File: config.mk
export PLATFORM = sky130hd
export DESIGN_NAME = hls_macc_0_result_collector
export DESIGN_NICKNAME = d
export VERILOG_FILES = /design/src/rtl/hls_macc_pkg.sv /design/src/rtl/hls_macc_res_fifo.sv /design/src/rtl/hls_macc_0_result_collector.sv
export SDC_FILE = /design/constraint.sdc
export NUM_CORES = 1
export LEC_CHECK = 0
export CAP_MARGIN = 0
export CELL_PAD_IN_SITES_DETAIL_PLACEMENT = 0
export CELL_PAD_IN_SITES_GLOBAL_PLACEMENT = 1
export CORE_MARGIN = 4
export CORE_UTILIZATION = 40
export CTS_CLUSTER_SIZE = 14
export DETAILED_ROUTE_END_ITERATION = 12
export GPL_TIMING_DRIVEN = 1
export PLACE_DENSITY_LB_ADDON = 0.1
export RECOVER_POWER = 50
export SYNTH_ARGS = -nofsm -noshare
export SYNTH_HDL_FRONTEND = slang
export SYNTH_SLANG_ARGS = --single-unit
File: constraint.sdc
create_clock -name ap_clk -period 6.35 [get_ports ap_clk]
set_input_delay 0.635 -clock ap_clk [delete_from_list [all_inputs] [get_ports ap_clk]]
set_output_delay 0.635 -clock ap_clk [all_outputs]
set_load 0.05 [all_outputs]
File: src/rtl/hls_macc_pkg.sv
// ============================================================================
// Module : hls_macc_pkg
// Brief  : Shared widths, record sizing and FSM states for the MACC result path.
// Rev    : 1.0
// ============================================================================
`default_nettype none

package hls_macc_pkg;

    localparam int HLS_MACC_DW    = 32;
    localparam int HLS_MACC_SEQ_W = 8;

    // Record layout is {seq, out31, out30, out13}.
    function automatic int rec_width(input int dw, input int seq_w);
        return seq_w + 3 * dw;
    endfunction

    localparam int HLS_MACC_REC_W = rec_width(HLS_MACC_DW, HLS_MACC_SEQ_W);

    typedef enum logic [0:0] {
        S_IDLE = 1'b0,
        S_WAIT = 1'b1
    } state_e;

endpackage

`default_nettype wire

File: src/rtl/hls_macc_res_fifo.sv
// ============================================================================
// Module : hls_macc_res_fifo
// Brief  : Synchronous FIFO; push and pop in the same cycle are accepted at full.
// Rev    : 1.0
// ============================================================================
`default_nettype none

module hls_macc_res_fifo #(
    parameter int WIDTH = 104,
    parameter int DEPTH = 4
) (
    input  logic                       clk,
    input  logic                       rst,
    input  logic                       i_push,
    input  logic [WIDTH-1:0]           i_wdata,
    input  logic                       i_pop,
    output logic [WIDTH-1:0]           o_rdata,
    output logic [$clog2(DEPTH):0]     o_count,
    output logic                       o_full,
    output logic                       o_empty
);

    localparam int ADDR_W = $clog2(DEPTH);
    localparam int CNT_W  = ADDR_W + 1;

    logic [WIDTH-1:0]  mem_q [DEPTH];
    logic [ADDR_W-1:0] wr_ptr_q, wr_ptr_d;
    logic [ADDR_W-1:0] rd_ptr_q, rd_ptr_d;
    logic [CNT_W-1:0]  count_q,  count_d;
    logic              w_wr;
    logic              w_rd;

    always_comb begin
        w_rd     = i_pop & ~o_empty;
        // A pop in the same cycle frees the head slot, so a full FIFO can still take a write.
        w_wr     = i_push & (~o_full | w_rd);
        wr_ptr_d = w_wr ? wr_ptr_q + ADDR_W'(1) : wr_ptr_q;
        rd_ptr_d = w_rd ? rd_ptr_q + ADDR_W'(1) : rd_ptr_q;
        count_d  = count_q;
        if (w_wr && !w_rd) begin
            count_d = count_q + CNT_W'(1);
        end else if (w_rd && !w_wr) begin
            count_d = count_q - CNT_W'(1);
        end
    end

    always_ff @(posedge clk) begin
        if (rst) begin
            wr_ptr_q <= '0;
            rd_ptr_q <= '0;
            count_q  <= '0;
        end else begin
            wr_ptr_q <= wr_ptr_d;
            rd_ptr_q <= rd_ptr_d;
            count_q  <= count_d;
        end
    end

    always_ff @(posedge clk) begin
        if (w_wr) begin
            mem_q[wr_ptr_q] <= i_wdata;
        end
    end

    assign o_rdata = mem_q[rd_ptr_q];
    assign o_count = count_q;
    assign o_full  = (count_q == CNT_W'(DEPTH));
    assign o_empty = (count_q == '0);

endmodule

`default_nettype wire

File: src/rtl/hls_macc_0_result_collector.sv
// ============================================================================
// Module : hls_macc_0_result_collector
// Brief  : Tracks one MACC call, tags and buffers its outputs, owns out30 feedback.
// Rev    : 1.0
// ============================================================================
`default_nettype none

module hls_macc_0_result_collector
    import hls_macc_pkg::*;
#(
    parameter int              DW         = HLS_MACC_DW,
    parameter int              DEPTH      = 4,
    parameter int              SEQ_W      = HLS_MACC_SEQ_W,
    parameter logic [DW-1:0]   OUT30_INIT = '0
) (
    input  logic                   ap_clk,
    input  logic                   ap_rst,
    input  logic                   macc_issue,
    input  logic                   macc_ap_done,
    input  logic [DW-1:0]          out13,
    input  logic                   out13_ap_vld,
    input  logic [DW-1:0]          out30_o,
    input  logic                   out30_o_ap_vld,
    input  logic [DW-1:0]          out31,
    input  logic                   out31_ap_vld,
    output logic [DW-1:0]          out30_i,
    output logic                   start_allow,
    output logic [SEQ_W+3*DW-1:0]  res_tdata,
    output logic                   res_tvalid,
    input  logic                   res_tready,
    output logic                   err_vld_mismatch,
    output logic                   err_spurious_done,
    output logic                   err_overflow
);

    localparam int REC_W = rec_width(DW, SEQ_W);
    localparam int CNT_W = $clog2(DEPTH) + 1;

    state_e            state_q, state_d;
    logic [SEQ_W-1:0]  seq_q, seq_d;
    logic [DW-1:0]     out30_q, out30_d;
    logic              err_vld_q, err_vld_d;
    logic              err_spur_q, err_spur_d;
    logic              err_ovf_q, err_ovf_d;

    logic              w_capture;
    logic              w_push;
    logic              w_pop;
    logic              w_full;
    logic              w_empty;
    logic [CNT_W-1:0]  w_count;
    logic [REC_W-1:0]  w_rec;
    logic              w_all_vld;
    logic              w_any_vld;

    always_comb begin
        state_d = state_q;
        case (state_q)
            S_IDLE:  if (macc_issue)   state_d = S_WAIT;
            S_WAIT:  if (macc_ap_done) state_d = S_IDLE;
            default: state_d = S_IDLE;
        endcase
    end

    always_comb begin
        w_capture  = (state_q == S_WAIT) & macc_ap_done;
        w_pop      = ~w_empty & res_tready;
        w_push     = w_capture & (~w_full | w_pop);
        w_rec      = {seq_q, out31, out30_o, out13};
        w_all_vld  = out13_ap_vld & out30_o_ap_vld & out31_ap_vld;
        w_any_vld  = out13_ap_vld | out30_o_ap_vld | out31_ap_vld;

        // Sequence advances on every completed call, even when the record is dropped.
        seq_d      = w_capture ? seq_q + SEQ_W'(1) : seq_q;
        out30_d    = out30_o_ap_vld ? out30_o : out30_q;
        err_vld_d  = err_vld_q  | (macc_ap_done ? ~w_all_vld : w_any_vld);
        err_spur_d = err_spur_q | ((state_q == S_IDLE) & macc_ap_done);
        err_ovf_d  = err_ovf_q  | (w_capture & w_full & ~w_pop);
    end

    always_ff @(posedge ap_clk) begin
        if (ap_rst) begin
            state_q    <= S_IDLE;
            seq_q      <= '0;
            out30_q    <= OUT30_INIT;
            err_vld_q  <= 1'b0;
            err_spur_q <= 1'b0;
            err_ovf_q  <= 1'b0;
        end else begin
            state_q    <= state_d;
            seq_q      <= seq_d;
            out30_q    <= out30_d;
            err_vld_q  <= err_vld_d;
            err_spur_q <= err_spur_d;
            err_ovf_q  <= err_ovf_d;
        end
    end

    hls_macc_res_fifo #(
        .WIDTH (REC_W),
        .DEPTH (DEPTH)
    ) u_fifo (
        .clk     (ap_clk),
        .rst     (ap_rst),
        .i_push  (w_push),
        .i_wdata (w_rec),
        .i_pop   (w_pop),
        .o_rdata (res_tdata),
        .o_count (w_count),
        .o_full  (w_full),
        .o_empty (w_empty)
    );

    assign start_allow       = (state_q == S_IDLE) & (w_count < CNT_W'(DEPTH));
    assign res_tvalid        = ~w_empty;
    assign out30_i           = out30_q;
    assign err_vld_mismatch  = err_vld_q;
    assign err_spurious_done = err_spur_q;
    assign err_overflow      = err_ovf_q;

endmodule

`default_nettype wire
### Word-level counts from Yosys, hierarchy flattened

Memories as Yosys holds them, arrays and structs flattened. A register that Yosys moved wholly into a read port is not among the register bits.
Cells that the tools add are included.

* bits in registers: 51
* bits in writable memories: 416
* input bits: 104
* word-level logic and storage cells: 56
* memories kept: 1

Memories
* u_fifo.mem_q: depth 4, width 104, read ports 1, clocked after memory_dff 1, wr ports 1, RTL line hls_macc_res_fifo.sv:26 `logic [WIDTH-1:0] mem_q [DEPTH];`

* $add $sub $neg: 5
* magnitude comparators: 1
* equal/unequal tests: 1
* muxes and demuxes: 10
* bitwise logic cells: 23
* reduce and logical (&&, ||, !) cells: 6

Operators by type and width (count)
* 1-bit AND: 11
* 8-bit by 1-bit adder with 8-bit output (second input constant): 1
* 1-bit bitwise OR: 7
* 3-bit 2-to-1 mux: 2
* 1-bit 2-to-1 mux: 5
* 1-bit inverter: 5
* 2-bit by 1-bit adder with 2-bit output (second input constant): 2
* 2-bit 2-to-1 mux: 2
* 3-bit by 1-bit adder with 3-bit output (second input constant): 1
* 3-bit == test (second input constant): 1
* 3-bit logical NOT: 1
* 3-bit less-than comparator (second input constant): 1
* 3-bit by 1-bit subtractor with 3-bit output (second input constant): 1
* 1-bit logical AND: 2
* 1-bit logical NOT: 2
* 1-bit case mux with 2 select lines: 1
* 2-bit nonzero test: 1

### Depth between registers and ports, before layout

Gate-level depths: netlist of run 1.

* word-level depth: 10
* depth in mapped cells: 8
* gate-level depth less buffers: 8

### Cells and area by module

Synthesis of run 1 repeated with hierarchy kept, for this count alone.

* cells, all modules: 759
* area, all modules: 17141.4 um2

Modules (own cells, without submodules)
* hls_macc_res_fifo: instances 1, cells an instance 592, area each 15497.4 um2
* hls_macc_0_result_collector: instances 1, cells an instance 167, area each 1644.1 um2

### Worst setup path before layout of run 1

Ideal clock, no wire load.

* path kind: in2reg
* from: input macc_ap_done
* to: memory u_fifo.mem_q[0][0] (enable)
* library setup time: 475 ps
* arrival: 3359 ps
* path slack: 2516 ps
* stages: 3
* buffers on the path: 1
* cell sequence: and2_1 buf_2 and3_1

* word-level cells in the longest chain between the ends: 5

RTL lines
* from (decl): RTL line hls_macc_0_result_collector.sv:19 `input logic macc_ap_done,`
* 1-bit AND: RTL line hls_macc_0_result_collector.sv:66 `w_capture = (state_q == S_WAIT) & macc_ap_done;`
* 1-bit AND: RTL line hls_macc_0_result_collector.sv:68 `w_push = w_capture & (~w_full | w_pop);`
* 1-bit AND: RTL line hls_macc_res_fifo.sv:36 `w_wr = i_push & (~o_full | w_rd);`
* 1-bit 2-to-1 mux: RTL line hls_macc_res_fifo.sv:60 `if (w_wr) begin`
* 1-bit 2-to-1 mux (not written as such): RTL line hls_macc_res_fifo.sv:61 `mem_q[wr_ptr_q] <= i_wdata;`
* to (decl): RTL line hls_macc_res_fifo.sv:26

Every way passes these cells.

### Final worst setup path of run 1

* from: input macc_ap_done
* to: memory u_fifo.mem_q[2][87] (enable)

The elaborated chain is that of the path after synthesis.

==> out/results.txt, run 1 <==
YS warnings: 0
most frequent cells in the layout: edfxtp_1 (416), clkdlybuf4s50_1 (144), mux4_2 (104)
Clk pin slew, worst setup/hold paths: 0.06 ns
status: finished with violations
Crit Path Category: in -> reg
FF-to-FF setup slack: 2.33 ns
fin. max-slew vios: 119
H-tree Lvls: 2
Power Total: 8.40 mW
drt pass-1 iters: 4
clock root buffer: clkbuf_16
Final ANT Viol Nets: 0
Clock Skew: 0.0215 ns
Clock Tree Buf Depth: 3
endpoint type of the worst setup path: register
critical path arrival: 4.51 ns
Initial Util: 40.6%
share of cells above drive strength 1: 18.0%
final setup fails: 0
failing checks: capacitance limit, slew limit
GR Util All Layers: 15.6%
First DRT Iteration DRCs: 464
Worst setup SP type: primary input
setup TNS: 0 ns
Clock Sinks: 469
initial antenna violation count: 2
most common cell after layout, fill and taps aside: edfxtp_1
I/O pins: 245
worst r2r dst: u_fifo.mem_q[2][87]
cell area after placement: 20100 µm²
unique cell type count in the Yosys netlist: 29
Num CTS Buffers: 49
DR WL/cell: 22.3 µm
vias in the first global route: 8722
# hold bufs at CTS: 0
row cnt: 75
routed wire length: 35800 µm
RSZ-0062 raised after global routing: false
R2R depth: 3
Net Count, Synth: 866
Reg-to-Reg Start: state_q
post-route setup slack: 2.04 ns
first-pass GRT wire length: 54900 µm
CP startpoint: macc_ap_done
vias: 8099
final hold viol count: 0
Vias/cell: 5.05
cell area after layout: 21700 µm²
Max-Cap Viols: 3
DIE WIDTH: 215 µm
Core Region: 42100 µm²
Final min period: 4.31 ns
Final Non-Filler Cells: 1605
Peak VDD IR: 170 µV
largest net degree at the start of global routing: 69
PD cells: 387 nW/µm²
Die ar.: 46100 µm²
Hold Path Class: reg -> reg
Syn Area/Cell: 22.6 µm²
fin crit share: 67.9%
Worst Tran Pin Value: 2.84 ns
Nets: 1139
Die Ht: 215 µm
total gr overflow: 0
fmax: 232 MHz
DP Wirelength: 21300 µm
number of remaining DRC errors: 0
WP data required: 6.54 ns
CP Max Fanout: 46
port bufs: 244
worst-skew pair later-pin latency: 0.57 ns
worst slack at placement: 2.71 ns
Rel. slew slack: -89.1%
Area growth, synth to finish: 26.9%
sequential share of the synthesized area: 79.3%
synthesized flop and latch total: 469
Pleak: 7.00 nW
worst setup path endpoint: u_fifo.mem_q[2][87]
Mapped Cells: 755
DP Cell Count: 1516
Post-Syn Area: 17100 µm²
post-CTS setup buffer count: 0
CTS tree: yes
# resized after CTS: 0
Placer Congestion: 0.680
==> logic make-up (layout without fill, tap and decap cells) <==
group	count (synthesis)	count (layout)	share of synthesized area, %
mux	137	137	15.6
simple gates	72	72	1.98
xor+xnor	6	6	0.307
flops	469	469	79.3
buf+inv	41	351	1.52
fa+ha+maj	7	7	0.556
other cells	0	1	0
compound gates	23	23	0.724
==> stage by stage <==
stage	hold slack, ns	utilization [%]
after detailed placement	0.468	47.7
after floorplan	0.474	-
after global routing	0.508	51.5
after global placement	0.462	47.7
final	0.473	51.5
after CTS	0.484	51.5
==> worst max-delay path, cell delays in order <==
cell and delay, ns:
dlygate4sd3_1 0.69, and2_0 0.44, and3_1 2.03, buf_4 0.69
==> registers in the layout, summed over array words and instances, names as in the netlist, named ones only <==
register and cells:
err_overflow 1, err_spurious_done 1, err_vld_mismatch 1, out30_i 32, seq_q 8, state_q 1, u_fifo.mem_q 416, u_fifo.o_count 3
u_fifo.rd_ptr_q 2, u_fifo.wr_ptr_q 2
==> metal layers <==
layer	up-vias	wire [µm]	GRT usage [%]
met5	-	21	0
met4	4	753	4.15
met3	53	2420	5.03
met2	206	17400	25.3
met1	4185	15200	20.7
li1	3651	-	-
==> worst min-delay path by stage <==
stage / startpoint / end / slack [ns] / cells after the start
after CTS: err_vld_mismatch / err_vld_mismatch / 0.48 / 2
final: err_overflow / err_overflow / 0.47 / 2
after global routing: err_vld_mismatch / err_vld_mismatch / 0.51 / 2
after detailed placement: err_vld_mismatch / err_vld_mismatch / 0.47 / 2
after global placement: err_vld_mismatch / err_vld_mismatch / 0.46 / 2
after floorplan: seq_q[7] / u_fifo.mem_q[0][103] / 0.47 / 0
==> synth_stat cells <==
master	instances	area [µm²]
a21oi_1	13	65.1
and2_1	1	6.26
and2b_1	1	7.51
and3_1	4	25.0
buf_2	16	80.1
buf_6	1	11.3
buf_8	7	105
clkbuf_1	11	41.3
dfxtp_1	53	1060
edfxtp_1	416	12500
fa_1	1	20.0
ha_1	6	75.1
inv_1	6	22.5
mux2i_1	33	330
mux4_2	104	2340
nand2_1	4	15.0
nand3_1	4	20.0
nand4_1	2	12.5
nand4_2	1	12.5
nor2_1	45	169
nor4b_1	1	8.76
o21ai_0	7	35.0
o311ai_0	1	8.76
o31ai_1	2	15.0
or3_1	6	37.5
or4_1	2	15.0
or4b_1	1	10.0
xnor2_1	2	17.5
xor2_1	4	35.0
==> report_power, final <==
group / switching (mW) / internal (mW) / leakage [nW]
Combinational: 1.24 / 0.801 / 2.01
Sequential: 0.107 / 3.43 / 4.21
Clock: 1.11 / 1.70 / 0.780
==> area by class of cell <==
| type | instances | area [µm²] |
|---|---|---|
| clock inverter | 21 | 233 |
| tap | 539 | 674 |
| inverter | 6 | 22.5 |
| timing repair buffer | 257 | 2550 |
| sequential | 469 | 13600 |
| clock buffer | 67 | 1370 |
| antenna | 1 | 2.50 |
| fill | 3438 | 20400 |
| multi-input combinational | 245 | 3290 |
Note: power is estimated with default switching activity, not from simulation.
==> run 2, diff against run 1 <==
- clock period: 6.35 -> 4 ns (I/O delays scaled with it)
==> out/results.txt, run 2 (synthesis results as in run 1) <==
failing checks: capacitance limit, slew limit
Clk pin slew, worst setup/hold paths: 0.06 ns (about the same)
status: finished with violations
Area growth, synth to finish: 27.6%
Most flops, register: u_fifo.mem_q
Pleak: 7.04 nW (+0.64%)
PD cells: 611 nW/µm² (+58%)
RSZ-0062 raised after global routing: false
Initial Util: 40.6% (unchanged)
FF-to-FF setup slack: 0.94 ns (-1.39 ns)
Final ANT Viol Nets: 0 (unchanged)
post-CTS setup buffer count: 0 (unchanged)
Die ar.: 46100 µm² (unchanged)
cell area after placement: 20200 µm² (+0.65%)
Die Ht: 215 µm (unchanged)
number of remaining DRC errors: 0 (unchanged)
Hold Path Class: in -> reg
Worst setup SP type: register
clock root buffer: clkbuf_16
# resized after CTS: 0 (unchanged)
most common cell after layout, fill and taps aside: edfxtp_1
final setup fails: 0 (unchanged)
met2 WL post-DR: 17100 µm (-1.6%)
worst setup path endpoint: res_tdata[97]
ant diodes: 0 (-1)
GR Util All Layers: 15.4% (-0.23 points)
DP Cell Count: 1520 (+0.26%)
Clock Tree Buf Depth: 3 (unchanged)
Peak VDD IR: 318 µV (+87%)
Largest register FFs: 416 (unchanged)
Nets: 1143 (+0.35%)
Final min period: 3.25 ns
total gr overflow: 0 (unchanged)
Worst Tran Pin Value: 1.86 ns (-0.972 ns)
Clock Skew: 0.0119 ns (-0.00966 ns)
Reg-to-Reg Start: state_q
DR WL/cell: 22.3 µm (-0.14%)
vias in the first global route: 8631 (-1.0%)
largest net degree at the start of global routing: 64 (-7.2%)
drt pass-1 iters: 6 (+2)
cell area after layout: 21800 µm² (+0.53%)
first-pass GRT wire length: 54200 µm (-1.4%)
initial antenna violation count: 2 (unchanged)
share of cells above drive strength 1: 17.9% (-0.10 points)
# hold bufs at CTS: 0 (unchanged)
endpoint type of the worst setup path: primary output
fin. max-slew vios: 76 (-36%)
Placer Congestion: 0.665 (-2.3%)
Clock Sinks: 469 (unchanged)
Vias/cell: 5.02 (-0.50%)
Rel. slew slack: -24.2% (+65 points)
H-tree Lvls: 2 (unchanged)
WP data required: 3.60 ns (-2.94 ns)
CP Max Fanout: 43 (-6.5%)
worst-skew pair later-pin latency: 0.57 ns (about the same)
setup TNS: 0 ns (unchanged)
R2R depth: 3 (unchanged)
routed wire length: 35900 µm (+0.18%)
final hold viol count: 0 (unchanged)
Max-Cap Viols: 3 (unchanged)
Crit Path Category: reg -> out
I/O pins: 245 (unchanged)
CTS tree: yes
worst slack at placement: 1.21 ns (-1.49 ns)
most frequent cells in the layout: edfxtp_1 (416), clkdlybuf4s50_1 (145), mux4_2 (104)
post-route setup slack: 0.751 ns (-1.28 ns)
vias: 8084 (-0.19%)
Core Region: 42100 µm² (unchanged)
fin crit share: 81.2%
First DRT Iteration DRCs: 530 (+14%)
met3 routed WL: 2260 µm (-6.4%)
DIE WIDTH: 215 µm (unchanged)
port bufs: 244 (unchanged)
row cnt: 75 (unchanged)
worst r2r dst: u_fifo.mem_q[2][59]
top layer in use: met5
Final Non-Filler Cells: 1610 (+0.31%)
critical path arrival: 2.85 ns (-1.66 ns)
DP Wirelength: 21700 µm (+1.7%)
fmax: 308 MHz
metal1 wirelength: 15900 µm (+4.2%)
Num CTS Buffers: 49 (unchanged)
==> run 2: changes by cell type in the layout (fill, tap and decap cells not counted), moves of 2 or more <==
cell,delta
buf_12,+8
buf_4,-4
bufinv_16,-2
clkbuf_1,+2
clkbuf_8,+5
clkinv_1,+3
clkinv_2,-3
clkinvlp_4,-2
==> run 2: worst max-delay path, cell delays in order, from the launching register on <==
cell and delay, ns:
dfxtp_4 0.53, buf_12 0.38, mux4_2 0.62, clkdlybuf4s50_1 0.73
==> run 2: per-stage QoR <==
step / hold slack, ns / utilization, % / total power, mW
final: 0.448 / 51.8 / 13.3
after global routing: 0.456 / 51.8 / 13.9
after CTS: 0.343 / 51.8 / 13.6
after detailed placement: 0.464 / 48.1 / 9.08
after global placement: 0.462 / 48.1 / 9.08
after floorplan: 0.474 / - / 8.01
==> run 2: final cells by class <==
class,count,area [µm²]
clock inverters,17,154
inverters,6,22.5
fillers,3370,20300
clock buffers,73,1440
repair buffers,261,2680
flip-flops and latches,469,13600
well taps,539,674
multi-input cells,245,3280
==> run 2: worst min-delay path by stage <==
| stage | to | depth (start not counted) | slack, ns | start |
|---|---|---|---|---|
| 2_1_floorplan | u_fifo.mem_q[0][103] | 0 | 0.47 | seq_q[7] |
| 3_3_place_gp | err_overflow | 2 | 0.46 | err_overflow |
| 3_5_place_dp | err_spurious_done | 2 | 0.46 | err_spurious_done |
| 4_1_cts | out30_i[16] | 3 | 0.34 | out30_o_ap_vld |
| 5_1_grt | state_q | 3 | 0.46 | macc_issue |
| 6_report | out30_i[8] | 3 | 0.45 | ap_rst |
==> run 2: report_power, final <==
| group | switching (mW) | leakage, nW | internal, mW |
|---|---|---|---|
| sequential | 0.115 | 4.21 | 5.45 |
| clock | 1.75 | 0.782 | 2.67 |
| combinational | 2.04 | 2.06 | 1.30 |
==> run 2: routing by layer <==
layer,vias up,global-route usage (%)
met4,2,3.83
met5,-,0
met1,4171,21.1
met2,202,24.3
li1,3664,-
met3,45,4.83
